==> config.mk <==
export PLATFORM = sky130hd
export DESIGN_NAME = load_store_unit
export DESIGN_NICKNAME = d
export VERILOG_FILES = /design/src/rtl/load_store_unit.sv
export SDC_FILE = /design/constraint.sdc
export NUM_CORES = 1
export LEC_CHECK = 0
export BUFFER_PORTS_ARGS = -buffer_cell sky130_fd_sc_hd__buf_2
export CORE_UTILIZATION = 50
export CTS_CLUSTER_DIAMETER = 120
export CTS_CLUSTER_SIZE = 30
export DETAILED_ROUTE_END_ITERATION = 12
export MAX_ROUTING_LAYER = met4
export PLACE_DENSITY_LB_ADDON = 0.15
export SYNTH_ARGS = -nofsm -noshare
export SYNTH_HDL_FRONTEND = slang
export SYNTH_SLANG_ARGS = --single-unit
==> constraint.sdc <==
create_clock -name clk -period 5.25 [get_ports clk]
set_input_delay 0.2625 -clock clk [delete_from_list [all_inputs] [get_ports clk]]
set_output_delay 0.2625 -clock clk [all_outputs]
set_load 0.01 [all_outputs]
==> src/rtl/load_store_unit.sv <==
// load_store_unit: RV32I load/store sequencer for a word-organised memory with a combinational read and a synchronous write.
// Define LSU_MISALIGN_TRAP_EN to fault misaligned accesses; otherwise the low address bits are forced to alignment.
module load_store_unit #(
    parameter int ADDR_WIDTH = 32,
    parameter int MEM_WORDS  = 1024
) (
    input  logic                  clk,
    input  logic                  rst_n,
    input  logic                  req_valid,
    output logic                  req_ready,
    input  logic                  req_is_store,
    input  logic [2:0]            req_funct3,
    input  logic [ADDR_WIDTH-1:0] req_addr,
    input  logic [31:0]           req_wdata,
    output logic                  resp_valid,
    output logic [31:0]           resp_data,
    output logic                  resp_fault,
    output logic                  MemRead,
    output logic                  MemWrite,
    output logic [ADDR_WIDTH-1:0] mem_addr,
    output logic [31:0]           mem_writeData,
    input  logic [31:0]           mem_readData
);
    typedef enum logic [2:0] {IDLE, LOAD, RMW_RD, WRITE, RESP} state_t;
    state_t state;
    logic [2:0] f3;
    logic [1:0] lo;
    logic [31:0] wbuf, load_data, merged, mask;
    logic [7:0] byte_v;
    logic [15:0] half_v;
    logic [4:0] sh;
    logic illegal, oor, misal, fault;
    always_comb begin
        illegal = req_funct3[1:0] == 2'b11 || (req_funct3[2] && (req_is_store || req_funct3[1]));
        oor = (req_addr >> 2) >= ADDR_WIDTH'(MEM_WORDS);
`ifdef LSU_MISALIGN_TRAP_EN
        misal = (req_funct3[1:0] == 2'b01 && req_addr[0]) || (req_funct3[1:0] == 2'b10 && req_addr[1:0] != 2'b00);
`else
        misal = 1'b0;
`endif
        fault = illegal || oor || misal;
        byte_v = mem_readData[{lo, 3'b000} +: 8];
        half_v = lo[1] ? mem_readData[31:16] : mem_readData[15:0];
        load_data = f3[1] ? mem_readData :
                    f3[0] ? {{16{~f3[2] & half_v[15]}}, half_v} : {{24{~f3[2] & byte_v[7]}}, byte_v};
        // halfword lanes only look at addr[1], which realigns SH/LH when traps are off
        sh = f3[0] ? {lo[1], 4'b0000} : {lo, 3'b000};
        mask = (f3[0] ? 32'h0000_FFFF : 32'h0000_00FF) << sh;
        merged = (mem_readData & ~mask) | ((wbuf << sh) & mask);
    end
    always_ff @(posedge clk or negedge rst_n) begin
        if (!rst_n) begin
            state <= IDLE;
            f3 <= 3'b000;
            lo <= 2'b00;
            wbuf <= 32'h0;
            mem_addr <= '0;
            resp_data <= 32'h0;
            resp_fault <= 1'b0;
        end else begin
            case (state)
                IDLE: if (req_valid) begin
                    if (fault) begin
                        resp_fault <= 1'b1;
                        resp_data <= 32'h0;
                        state <= RESP;
                    end else begin
                        f3 <= req_funct3;
                        lo <= req_addr[1:0];
                        mem_addr <= {req_addr[ADDR_WIDTH-1:2], 2'b00};
                        wbuf <= req_wdata;
                        state <= !req_is_store ? LOAD : req_funct3[1] ? WRITE : RMW_RD;
                    end
                end
                LOAD: begin
                    resp_data <= load_data;
                    resp_fault <= 1'b0;
                    state <= RESP;
                end
                RMW_RD: begin
                    wbuf <= merged;
                    state <= WRITE;
                end
                WRITE: begin
                    resp_data <= 32'h0;
                    resp_fault <= 1'b0;
                    state <= RESP;
                end
                default: state <= IDLE;
            endcase
        end
    end
    assign req_ready = state == IDLE;
    assign resp_valid = state == RESP;
    assign MemRead = state == LOAD || state == RMW_RD;
    assign MemWrite = state == WRITE;
    assign mem_writeData = wbuf;
endmodule

==> key figures <==
Synthesis
  • #FFs+latches synth: ~100
  • Synth area leaders: dfrtp_1 (46%), a22oi_1 (6.1%), o21ai_0 (5.2%)
  • Ys Warns: 0
  • Netlist cell types: 50
  • Mapped Area: about 0.0056 mm^2
  • Area leader, netlist: dfrtp_1
  • Post-Syn Instances: around 570
  • Post-synthesis sequential area ratio: between 40% and 50%
  • Syn avg cell area: 9.80 um^2
  • Synth top area share: ~46%

Floorplanning
  • Die area: around 0.012 mm^2
  • Starting density of the core: between 50% and 60%
  • Die Wd: between 100 and 150 um
  • Number of top-level pins: between 200 and 250
  • Die height: between 100 and 150 um
  • Core area: approximately 0.011 mm^2
  • Row count: 38

Detailed routing
  • Vias post-DR: roughly 5,400
  • Iteration count of the initial detailed-routing pass: 5
  • Antenna Violating Nets Remaining: 0
  • DRT iter0 DRCs: 482
  • DR vias/cell: 6.11
  • Per-cell routed wire length: ~19 um
  • # DRC: 0
  • Routed WL: between 15,000 and 20,000 um

Cells and area
  • Multi-input gate area: between 0.002 and 0.003 mm^2
  • FILL cells: approximately 940
  • Post-route cell area: a little under 0.007 mm^2
  • Nets@finish: between 800 and 900
  • Most frequent cells in the layout: buf_2 (200), dfrtp_1 (103), o21ai_0 (59), a22oi_1 (46), nor2b_1 (38)
  • Register Area: approximately 0.0026 mm^2
  • Diodes inserted: 0
  • Layout cells sized above 1: approximately 34%
  • Synthesis-to-layout area growth: 21.5%
  • Commonest non-fill, non-tap cell in the layout: buf_2

Setup path
  • CP max-delay cell: dfrtp_1
  • Worst-path maximum fanout: 32
  • Critical path's largest stage delay: approximately 1.1 ns
  • Reg2Reg Setup Slack: roughly 2.5 ns
  • Origin of the critical flop-to-flop path: lo[1]$_DFFE_PN0P_
  • Crit end category: register
  • CP Launch Type: register
  • Required time worst endpoint: ~5.5 ns
  • CP Buf/Inv Count: 1
  • Setup CP Type: register to register
  • Top delay family on crit path: flip-flops
  • Crit-path cells: inv_1, a21oi_1, nor2_1, a211o_1
  • Worst r2r dst: resp_data[7]$_DFFE_PN0P_
  • R2R depth: 4
  • CP arrival: 2.97 ns

Global route
  • GRT met2 Usage: 43.9%
  • Initial antenna violation count: 0
  • M1 GR Usage: a little over two fifths
  • First-pass GRT wire length: ~26,000 um
  • Met3 GRT Util: between 4 and 5%
  • Busiest grt layer: met2
  • Total track usage: between 20% and 30%
  • Grt total ovfl: 0
  • Largest net degree at the start of global routing: between 60 and 70
  • Vias in the first global route: just under 5,000

Placed design
  • Area after DPL: around 0.0066 mm^2
  • IO Port Bufs: 201
  • HPWL Detailed: around 12,000 um
  • GP Congestion: 0.918
  • Placement Setup Slack: 2.23 ns

Clocking
  • CTS tree: done
  • Clk_lat worst skew: around 0.38 ns
  • Max H-tree Level: 3
  • Clk Tree Root Cell: clkbuf_8
  • Reg clk slew, reported paths: roughly 0.10 ns
  • Num CTS Buffers: 9
  • Clock Sinks: just over 100
  • Resize count post-CTS: 0
  • Clock buffer depth: 2

Worst hold path
  • WHS Path Cells: 2
  • Hold Crit Class: input port to register
  • Hold Crit Endpoint: mem_addr[10]$_DFFE_PN0P_
  • Min-delay src: req_addr[10]

STA
  • Final worst path period need: between 2 and 3 ns
  • Final setup margin: around 2.5 ns
  • Setup violators final: 0
  • Hold WS: ~0.10 ns
  • Worst-margin pin slew: around 1.1 ns
  • Relative slew slack: a little over a quarter
  • RSZ-0062 raised after global routing: false
  • Fmax: around 370 MHz
  • Final Hold Vio Count: 0
  • Setup_tns: 0 ns
  • Final Cycle Share: between 50% and 60%
  • Worst clock skew: 0.00955 ns
  • Pins Over Slew Limit: 0

Pwr
  • P_leak: 3.59 nW
  • VDD IR max: between 0.0001 and 0.00015 V
  • Power Density: 213 mW/mm^2
  • Total power: 1.46 mW

Flow run
  • Max_cap viols: 0

Outcome
  • Status: complete, no violations
-- stage by stage --
step                      util (%)  instances
final                         62.8        883
after global routing          62.8        883
after CTS                     62.8        883
after detailed placement      60.7        866
after global placement        60.7        866
after floorplan                  -        575
-- layer usage --
layer | routed length, um | up-vias | part of all wire (%)
met5 | 0 | - | 0
met4 | 248 | 0 | 1.5
met3 | 1530 | 20 | 9.3
met2 | 7490 | 284 | 45
met1 | 7230 | 2601 | 44
li1 | - | 2494 | -
-- where the power goes --
group	internal, mW	total (mW)	leakage, nW	switching, mW
registers	0.793	0.794	1.43	0.00108
clock network	0.272	0.551	0.111	0.279
logic	0.0405	0.110	2.05	0.0698
-- kinds of logic (layout without fill, tap and decap cells) --
family / Yosys count / count (layout) / share of synthesized area, %
AOI/OAI and AO/OA: 208 / 208 / 25.1
buffers and inverters: 88 / 256 / 6.89
DFF: 103 / 103 / 45.8
muxes: 27 / 27 / 5.14
other: 1 / 2 / 0.0666
and+or+nand+nor: 147 / 147 / 17.0
-- layout make-up --
type / count / area share (%)
multi-input combinational: 384 / 39.1
sequential: 103 / 37.7
timing repair buffer: 211 / 15.9
tap: 140 / 2.56
clock buffer: 10 / 1.87
inverter: 29 / 1.59
clock inverter: 6 / 1.34
-- synth_stat cells (all sizes together) --
cell type and instances:
a31oi 32, and4 33, a41oi 2, nand3 4
mux2i 12, nor2 18, nor2b 38, a2111oi 1
nand4 2, nor3b 1, and2 2, mux2 15
a311oi 1, inv 29, a2bb2oi 1, a211o 1
nor4 6, nand2b 3, conb 1, and3 8
o31ai 1, or2 1, clkbuf 40, a311o 1
a22o 6, o32ai 17, o21ai 63, or3 1
a22oi 46, a21boi 1, nand2 16, a21oi 14
buf 19, o2bb2ai 7, dfrtp 103, nor3 4
nand3b 10, a221o 7, o211ai 7
-- worst reg2reg max path, cell delays in order, from the launching register on --
cell and delay, ns:
dfrtp_1 1.05, inv_1 0.64, a21oi_1 0.57, nor2_1 0.10
a211o_1 0.23
-- what timing repair did --
action                    in CTS  in global routing
hold buffers                   1                  0
hold endpoints to repair      39                  0
setup buffers                  0                  0
-- worst max-delay path by stage --
stage | start | endpoint | slack, ns | cells after the start
floorplan | state[0]$_DFFE_PN0P_ | f3[0]$_DFFE_PN0P_ | 3.36 | 6
global placement | req_addr[16] | mem_addr[7]$_DFFE_PN0P_ | 2.39 | 6
detailed placement | req_addr[16] | mem_addr[8]$_DFFE_PN0P_ | 2.23 | 6
CTS | lo[1]$_DFFE_PN0P_ | resp_data[31]$_DFFE_PN0P_ | 2.63 | 4
global route | lo[1]$_DFFE_PN0P_ | resp_data[2]$_DFFE_PN0P_ | 2.32 | 4
finish | lo[1]$_DFFE_PN0P_ | resp_data[7]$_DFFE_PN0P_ | 2.55 | 4
(Power assumes the default switching activity.)
